`src/rtl/memristor_pkg.sv`:
```
// Shared definitions for the memristor pulse sequencer.
//   op_e       : command opcode encoding carried on cmd_op
//   state_e    : sequencer FSM states
//   ch_width() : width of the channel-select field for a given channel count
package memristor_pkg;

    typedef enum logic [1:0] {
        OpSet     = 2'b00,
        OpReset   = 2'b01,
        OpRead    = 2'b10,
        OpIllegal = 2'b11
    } op_e;

    typedef enum logic [1:0] {
        StIdle   = 2'b00,
        StPulse  = 2'b01,
        StSettle = 2'b10,
        StDone   = 2'b11
    } state_e;

    // A single channel still needs a 1-bit select field.
    function automatic int unsigned ch_width(input int unsigned n);
        return (n > 1) ? $clog2(n) : 1;
    endfunction

endpackage

```
`src/rtl/pulse_timer.sv`:
```
// Loadable down-counter used to time both the pulse and the settle phases.
//   clk, rst_n : clock, asynchronous active-low reset
//   load       : load load_val (takes priority over en)
//   load_val   : cycle count for the next phase
//   en         : decrement by one (saturates at zero)
//   expired    : current cycle is the last cycle of the timed phase
module pulse_timer #(
    parameter int unsigned CNT_W = 16
) (
    input  logic             clk,
    input  logic             rst_n,
    input  logic             load,
    input  logic [CNT_W-1:0] load_val,
    input  logic             en,
    output logic             expired
);

    logic [CNT_W-1:0] count_q;

    always_ff @(posedge clk or negedge rst_n) begin
        if (!rst_n) begin
            count_q <= '0;
        end else if (load) begin
            count_q <= load_val;
        end else if (en && (count_q != '0)) begin
            count_q <= count_q - 1'b1;
        end
    end

    // A loaded value of N gives N cycles before expiry; zero behaves like one.
    assign expired = (count_q <= CNT_W'(1));

endmodule

```
`src/rtl/memristor_seq_ctrl.sv`:
```
// Memristor SET/RESET/READ pulse sequencer.
//   wb_clk_i, wb_rst_ni : clock, asynchronous active-low reset
//   cmd_valid/cmd_ready : command handshake (ready only while idle)
//   cmd_op, cmd_ch      : opcode and target channel
//   cmd_width, cmd_reps : pulse length in cycles and pulse count (0 means 1)
//   abort               : ends an active sequence with err
//   sel, din            : registered per-channel drive
//   busy, done, err     : status; err is meaningful while done is high
module memristor_seq_ctrl
    import memristor_pkg::*;
#(
    parameter int unsigned NCH   = 3,
    parameter int unsigned CNT_W = 16,
    parameter int unsigned GAP   = 4
) (
    input  logic                          wb_clk_i,
    input  logic                          wb_rst_ni,
    input  logic                          cmd_valid,
    output logic                          cmd_ready,
    input  logic [1:0]                    cmd_op,
    input  logic [ch_width(NCH)-1:0]      cmd_ch,
    input  logic [CNT_W-1:0]              cmd_width,
    input  logic [3:0]                    cmd_reps,
    input  logic                          abort,
    output logic [NCH-1:0]                sel,
    output logic [NCH-1:0]                din,
    output logic                          busy,
    output logic                          done,
    output logic                          err
);

    localparam int unsigned CH_W = ch_width(NCH);

    state_e           state_q, state_d;
    op_e              op_q, op_d;
    logic [CH_W-1:0]  ch_q, ch_d;
    logic [CNT_W-1:0] width_q, width_d;
    logic [3:0]       reps_q, reps_d;
    logic             err_q, err_d;
    logic             init_q;
    logic [NCH-1:0]   sel_q, sel_d, din_q, din_d;

    logic             accept;
    logic             cmd_bad;
    logic             tmr_load, tmr_en, tmr_expired;
    logic [CNT_W-1:0] tmr_val;

    pulse_timer #(
        .CNT_W (CNT_W)
    ) u_timer (
        .clk      (wb_clk_i),
        .rst_n    (wb_rst_ni),
        .load     (tmr_load),
        .load_val (tmr_val),
        .en       (tmr_en),
        .expired  (tmr_expired)
    );

    // init_q holds cmd_ready low until the first edge after reset release.
    assign cmd_ready = (state_q == StIdle) && init_q;
    assign accept    = cmd_valid && cmd_ready;
    assign cmd_bad   = (op_e'(cmd_op) == OpIllegal) || (32'(cmd_ch) >= NCH);

    always_comb begin
        state_d  = state_q;
        op_d     = op_q;
        ch_d     = ch_q;
        width_d  = width_q;
        reps_d   = reps_q;
        err_d    = err_q;
        tmr_load = 1'b0;
        tmr_en   = 1'b0;
        tmr_val  = width_q;

        unique case (state_q)
            StIdle: begin
                if (accept) begin
                    op_d    = op_e'(cmd_op);
                    ch_d    = cmd_ch;
                    width_d = (cmd_width == '0) ? CNT_W'(1) : cmd_width;
                    reps_d  = (cmd_reps == '0) ? 4'd1 : cmd_reps;
                    if (cmd_bad) begin
                        state_d = StDone;
                        err_d   = 1'b1;
                    end else begin
                        state_d  = StPulse;
                        err_d    = 1'b0;
                        tmr_load = 1'b1;
                        tmr_val  = width_d;
                    end
                end
            end
            StPulse: begin
                if (abort) begin
                    state_d = StDone;
                    err_d   = 1'b1;
                end else if (tmr_expired) begin
                    state_d  = StSettle;
                    tmr_load = 1'b1;
                    tmr_val  = CNT_W'(GAP);
                end else begin
                    tmr_en = 1'b1;
                end
            end
            StSettle: begin
                if (abort) begin
                    state_d = StDone;
                    err_d   = 1'b1;
                end else if (tmr_expired) begin
                    reps_d = reps_q - 1'b1;
                    if (reps_q <= 4'd1) begin
                        state_d = StDone;
                    end else begin
                        state_d  = StPulse;
                        tmr_load = 1'b1;
                        tmr_val  = width_q;
                    end
                end else begin
                    tmr_en = 1'b1;
                end
            end
            StDone: begin
                state_d = StIdle;
            end
            default: state_d = StIdle;
        endcase
    end

    // Drive is computed from the next state so that sel/din are registered yet
    // line up with the PULSE state cycle for cycle.
    always_comb begin
        sel_d = '0;
        din_d = '0;
        if (state_d == StPulse) begin
            for (int i = 0; i < NCH; i++) begin
                if (ch_d == CH_W'(i)) begin
                    case (op_d)
                        OpSet:   begin sel_d[i] = 1'b1; din_d[i] = 1'b1; end
                        OpReset: begin sel_d[i] = 1'b1; end
                        OpRead:  begin din_d[i] = 1'b1; end
                        default: ;
                    endcase
                end
            end
        end
    end

    always_ff @(posedge wb_clk_i or negedge wb_rst_ni) begin
        if (!wb_rst_ni) begin
            state_q <= StIdle;
            op_q    <= OpSet;
            ch_q    <= '0;
            width_q <= CNT_W'(1);
            reps_q  <= 4'd1;
            err_q   <= 1'b0;
            init_q  <= 1'b0;
            sel_q   <= '0;
            din_q   <= '0;
        end else begin
            state_q <= state_d;
            op_q    <= op_d;
            ch_q    <= ch_d;
            width_q <= width_d;
            reps_q  <= reps_d;
            err_q   <= err_d;
            init_q  <= 1'b1;
            sel_q   <= sel_d;
            din_q   <= din_d;
        end
    end

    assign sel  = sel_q;
    assign din  = din_q;
    assign busy = (state_q != StIdle);
    assign done = (state_q == StDone);
    assign err  = done && err_q;

endmodule

```
`config.mk`:
```
export PLATFORM = sky130hd
export DESIGN_NAME = memristor_seq_ctrl
export DESIGN_NICKNAME = d
export VERILOG_FILES = /design/src/rtl/memristor_pkg.sv /design/src/rtl/pulse_timer.sv /design/src/rtl/memristor_seq_ctrl.sv
export SDC_FILE = /design/constraint.sdc
export NUM_CORES = 1
export LEC_CHECK = 0
export CORE_AREA = 2 2 93 86
export DETAILED_ROUTE_END_ITERATION = 6
export DIE_AREA = 0 0 95 88
export PLACE_DENSITY_LB_ADDON = 0.1
export SETUP_SLACK_MARGIN = 0.15
export SYNTH_ARGS = -nofsm -noshare
export SYNTH_HDL_FRONTEND = slang
export SYNTH_SLANG_ARGS = --single-unit
```
`constraint.sdc`:
```
create_clock -name wb_clk_i -period 5 [get_ports wb_clk_i]
set_input_delay 0.75 -clock wb_clk_i [delete_from_list [all_inputs] [get_ports wb_clk_i]]
set_output_delay 0.75 -clock wb_clk_i [all_outputs]
set_load 0.05 [all_outputs]
```
# ---- Yosys cells after proc, flatten, opt, wreduce, memory -nomap -nowiden
# Cells that the tools add are included.
# Widths: inputs -> output; s select.
dict set report totals {
  reg_bits 50
  elab_cells 99
}
dict set report op_classes {
  addsub 2
  order_cmp 3
  eq_ne 13
  muxes 50
  n_reduce_logical 21
}
# cell count
set op_table {}
lappend op_table {{$mux 16} 7}
lappend op_table {{$pmux 16 s2} 1}
lappend op_table {{$mux 2} 11}
lappend op_table {{$mux 1} 21}
lappend op_table {{$le 16x1->1 const B} 1}
lappend op_table {{$logic_not 16->1} 1}
lappend op_table {{$mux 4} 4}
lappend op_table {{$reduce_bool 16->1} 1}
lappend op_table {{$sub 16x1->16 const B} 1}
lappend op_table {{$eq 2x2->1 const B} 5}
lappend op_table {{$eq 2x1->1 const B} 4}
lappend op_table {{$pmux 2 s4} 1}
lappend op_table {{$pmux 4 s2} 1}
lappend op_table {{$reduce_bool 2->1} 4}
lappend op_table {{$logic_not 2->1} 3}
lappend op_table {{$mux 3} 2}
lappend op_table {{$ne 2x2->1 const B} 3}
lappend op_table {{$reduce_or 2->1} 3}
lappend op_table {{$le 4x1->1 const B} 1}
lappend op_table {{$logic_and 1x1->1} 4}
lappend op_table {{$logic_not 4->1} 1}
lappend op_table {{$reduce_and 4->1} 1}
lappend op_table {{$sub 4x1->4 const B} 1}
lappend op_table {{$pmux 1 s3} 1}
lappend op_table {{6 further kinds} 6}

# ---- Logic depth before layout (Yosys ltp)
dict set report logic_depth {
  depth_word 10
  depth_mapped 10
  mapped_depth_nobuf 8
}

# ---- By module
# Synthesis repeated with hierarchy kept, for this count alone.
dict set report unflattened {
  cells_unflattened 345
  hier_area_um2 3037.9
}
# module n_inst cells_each area_per_inst_um2
set modules_own_cells {}
lappend modules_own_cells {memristor_seq_ctrl 1 231 2029.4}
lappend modules_own_cells {pulse_timer 1 114 1008.5}

# ---- Least setup slack after synthesis
# OpenSTA, ideal clock, no wires.
dict set report synth_timing {
  path_type {flip-flop to output port}
  from {reg state_q[0]}
  to {out cmd_ready}
  arrival_ps 1962
  required_time_ps 4250
  path_slack_ps 2288
  path_stages_with_launch 6
  path_buffers 2
  cell_sequence {dfrtp_1 inv_1 ha_1 buf_1 clkbuf_1 and2_1}
}
dict set report synth_via {
  elab_chain_len 2
}
# item line
set synth_rtl {}
lappend synth_rtl {{start, declared} memristor_seq_ctrl.sv:34} ;# state_e state_q, state_d;
lappend synth_rtl {{start signal, assigned} memristor_seq_ctrl.sv:150} ;# state_q <= StIdle;
lappend synth_rtl {{start signal, assigned} memristor_seq_ctrl.sv:160} ;# state_q <= state_d;
lappend synth_rtl {{$logic_not 2->1} memristor_seq_ctrl.sv:60} ;# assign cmd_ready = (state_q == StIdle) && init_q;
lappend synth_rtl {{$logic_and 1x1->1} memristor_seq_ctrl.sv:60}
lappend synth_rtl {{end, declared} memristor_seq_ctrl.sv:19} ;# output logic cmd_ready,
# No other way between the ends.

# ---- Worst setup path after layout
dict set report layout_timing {
  from {reg state_q[1]}
  to {reg u_timer.count_q[3]}
}
dict set report layout_via {
  elab_chain_len 6
  elab_cells_between_ends 14
  cone_classes {eq/ne: 2; mux: 6; reduce/logical: 6}
}
# item line
set layout_rtl {}
lappend layout_rtl {{$logic_not 2->1} {memristor_seq_ctrl.sv:60, memristor_seq_ctrl.sv:75}}
lappend layout_rtl {{$logic_and 1x1->1} memristor_seq_ctrl.sv:60}
lappend layout_rtl {{$logic_and 1x1->1} memristor_seq_ctrl.sv:61} ;# assign accept = cmd_valid && cmd_ready;
lappend layout_rtl {{$mux 1 / $mux 16 (equally long branches)} memristor_seq_ctrl.sv:77} ;# if (accept) begin
lappend layout_rtl {{$pmux 1 s3 / $pmux 16 s2 (equally long branches)} memristor_seq_ctrl.sv:75} ;# unique case (state_q)
lappend layout_rtl {{$mux 16 / $reduce_bool 2->1 (equally long branches)} n/a}
lappend layout_rtl {{end signal, assigned} pulse_timer.sv:24} ;# count_q <= load_val;
lappend layout_rtl {{end signal, assigned} pulse_timer.sv:26} ;# count_q <= count_q - 1'b1;
lappend layout_rtl {{end, declared} pulse_timer.sv:18} ;# logic [CNT_W-1:0] count_q;
# Several ways; a longest one is shown, not always the timed one.
# A chain may end at the register's enable or synchronous reset.

==> flow_summary.ini <==
[clock_network]
clock_edge_transition_at_the_registers_on_the_reported_setup_and_hold_paths_ns = 0.09
cts_tree = built
clock_insertion_delay_worst_skew_ns = 0.30
clk_path_buf_depth = 2
numCtsBuffers = 5
root_buffer = clkbuf_8
clock-sinks = 50
cts.repair.resized = 0
h-tree-depth = 2
cts.hold.buffers_added = 0
cts_setup_buffers = 0

[timing]
period_share_pct = 72.9
finalWorstPathRequiredPeriod_ns = 3.65
final_max_slew_viol_count = 0
tightest_slew_ns = 1.17
setup-violations-final = 0
slew-limit-headroom_pct = 22.0
final_hold_fails = 0
fmaxAchievable_mhz = 274
finClkSkew_ns = 0.00964
final.hold.worst_slack_ns = 0.487
timing.setup.tns_ns = 0
rsz0062_at_grt = no

[synth]
post_synthesis_instance_area_mm2 = 0.00287
synth.lib_cells_used.distinct = 49
ys_dominant_reg_cell = dfrtp_1
ys_async_sr_fraction_pct = 100
synth-warning-count = 0
synth_sequential_area_ratio_pct = 43.7
postSynthCellCount = 269
ys_seq_elements = 50
postSynthNetCount = 305
number_of_enable_type_register_cells_in_the_synthesized_netlist = 0
post_synth.cell_area_avg_um2 = 10.7

[layout]
post_route_cells_drive_above_1_share_pct = 20.4
antenna-diode-count = 0
stdcell_count = 400
area_delta_synth_final_pct = 18.9
finish.net_count = 339

[floorplan]
fp.dieArea_mm2 = 0.00836
rows = 30
die_height_um = 88
core_region_area_mm2 = 0.00739
top_level_ports = 38
die_w_um = 95
start_util_pct = 38.8

[worst_setup_path]
critical_path.reg2reg.startpoint = state_q[1]
worstReg2RegEnd = u_timer.count_q[3]
crit_family = compound AO/OA/AOI/OAI gates
cp.buffers_inverters = 2
cp_data_arrival_time_ns = 3.78
ff2ff_path_depth = 8
crit_required_ns = 5.14
timing.critical_path.cells = inv_1, ha_1, nand3_1, buf_4, or2_2, a21o_1, a221oi_1, a31oi_1
criticalPathCategory = flip-flop to flip-flop
critical_path.startpoint_type = flip-flop
critical_path_s_largest_stage_delay_ns = 0.79
timing.reg2reg.setup_slack_ns = 1.35
crit_slowest_cell = ha_1
setup.worst_path.end_class = flip-flop
cp-startpoint = state_q[1]
worstPathMaxFanout = 32

[place]
io_buffers = 37
place_hpwl_mm = 4.75
place.gp.congestion = 0.800
placed_cells_incl_taps = 392

[worst_hold_path]
worst_hold_path_type = flip-flop to flip-flop
worst_hold_startpoint = width_q[0]
hold-path-endpoint = width_q[0]
min_path_cells = 2

[drt]
wl_mm = 6.56
wire_per_inst_um = 16.4
post_drt_via_cell_ratio = 5.39
route.detailed.drc = 0
vias = 2156
dr.first_iter.drc_count = 135
detailedRoute.firstPassIterationCount = 4
antenna_left = 0

[job]
maxCapViolCount = 0

[power]
peakVddDrop_mv = 0.195
fin_total_pwr_mw = 2.02
power_leakage_nw = 1.38
pwr_density_cell_mw_per_mm2 = 591

[grt]
met2_usage_pct = 24.4
global_route.overflow_total = 0
track_usage_pct = 17.6
first_global_vias = 2184
global_route_wire_length_before_repair_mm = 11.4
antenna_found_initial = 0
grt_use_met3_pct = 3.53
pin_count_of_the_biggest_net_entering_global_routing = 51
grt-busiest-layer = met1
use_met1_pct = 27.8

[run_status]
outcome = finished clean
[logic make-up (layout without fill, tap and decap cells)]
| family | count (synthesis) | in the layout | share of synthesized area, % |
|---|---|---|---|
| compound gates | 69 | 69 | 18.7 |
| flops | 50 | 50 | 43.7 |
| simple gates | 67 | 67 | 12.3 |
| buf+inv | 24 | 59 | 3.45 |
| mux | 36 | 36 | 13.9 |
| xor+xnor | 14 | 14 | 4.27 |
| other cells | 1 | 1 | 0.131 |
| fa+ha+maj | 8 | 8 | 3.49 |
[state kept, by name, summed over array words and instances (netlist names)]
register / flops
u_timer.count_q: 16
sel: 3
reps_q: 4
width_q: 16
err_q: 1
state_q: 2
din: 3
init_q: 1
ch_q: 2
op_q: 2
[through the flow]
step	util (%)	worst slack (ns)	area, um2
global route	46.1	1.04	3410
finish	46.1	1.35	3410
floorplan	-	2.29	2870
detailed placement	44.8	1.34	3320
global placement	44.8	1.43	3320
CTS	46.1	1.31	3410
[metal layers]
metal  vias up  share of wire, %
met2        53                42
li1       1075                 -
met5         -                 0
met3         7               4.2
met1      1021                52
met4         0               1.3
[final cells by class]
cell class,instances,area (um2)
fillers,702,3980
multi-input cells,195,1520
flip-flops and latches,50,1250
repair buffers,39,380
well taps,96,120
clock buffers,6,82.6
inverters,12,45.0
clock inverters,2,12.5
[where the power goes]
part	switching [mW]	leakage [nW]	internal [mW]
clock	0.137	0.0472	0.111
combinational	0.556	0.738	0.430
sequential	0.178	0.595	0.603
[Yosys cell counts, types with 2 or more instances]
cell,instances,area (um2)
o21ai_0,7,35.0
o2111ai_1,2,17.5
o22a_1,2,17.5
nor4b_1,2,17.5
buf_1,2,7.51
xnor2_1,12,105
a21oi_1,20,100
nand2_1,7,26.3
nor2_1,20,75.1
clkbuf_1,8,30.0
o31a_1,3,26.3
dfstp_2,2,52.6
mux2i_1,5,50.1
a31oi_1,4,25.0
a211oi_1,4,30.0
a22o_1,2,17.5
xor2_1,2,17.5
o21ai_1,2,10.0
nor3_1,14,70.1
mux2_2,31,349
a221oi_2,10,150
and2_1,2,12.5
dfrtp_1,48,1200
o211ai_1,2,15.0
inv_1,12,45.0
a221oi_1,2,17.5
ha_1,8,100
or2_2,4,25.0
nor4_1,10,62.6
[worst max path at each step]
stage,to,slack [ns],cells after the start
floorplan,cmd_ready,2.29,5
global placement,u_timer.count_q[3],1.43,8
detailed placement,u_timer.count_q[3],1.34,8
CTS,u_timer.count_q[3],1.31,8
global route,u_timer.count_q[3],1.04,8
finish,u_timer.count_q[3],1.35,8
[cell usage in the layout, fill, tap and decap left out, types with 2 or more instances in the layout]
| cell | n |
|---|---|
| nor2_1 | 20 |
| nor3_1 | 14 |
| dfstp_2 | 2 |
| dfrtp_1 | 48 |
| nor4_1 | 10 |
| ha_1 | 8 |
| o21ai_1 | 2 |
| inv_1 | 12 |
| buf_4 | 2 |
| o31a_1 | 3 |
| a221oi_2 | 10 |
| clkdlybuf4s50_1 | 36 |
| xnor2_1 | 12 |
| a22o_1 | 2 |
| a211oi_1 | 4 |
| o211ai_1 | 2 |
| mux2_2 | 31 |
| and2_1 | 2 |
| clkbuf_8 | 6 |
| a221oi_1 | 2 |
| o21ai_0 | 7 |
| o22a_1 | 2 |
| mux2i_1 | 5 |
| xor2_1 | 2 |
| nor4b_1 | 2 |
| nand2_1 | 7 |
| a21oi_1 | 20 |
| o2111ai_1 | 2 |
| or2_2 | 4 |
| a31oi_1 | 4 |
[worst reg2reg max path, cell delays in order, from the launching register on]
cell and delay, ns:
dfrtp_1 0.44, inv_1 0.11, ha_1 0.79, nand3_1 0.14, buf_4 0.28, or2_2 0.51
a21o_1 0.63, a221oi_1 0.51, a31oi_1 0.08
Power figures use the tool's default switching activity.
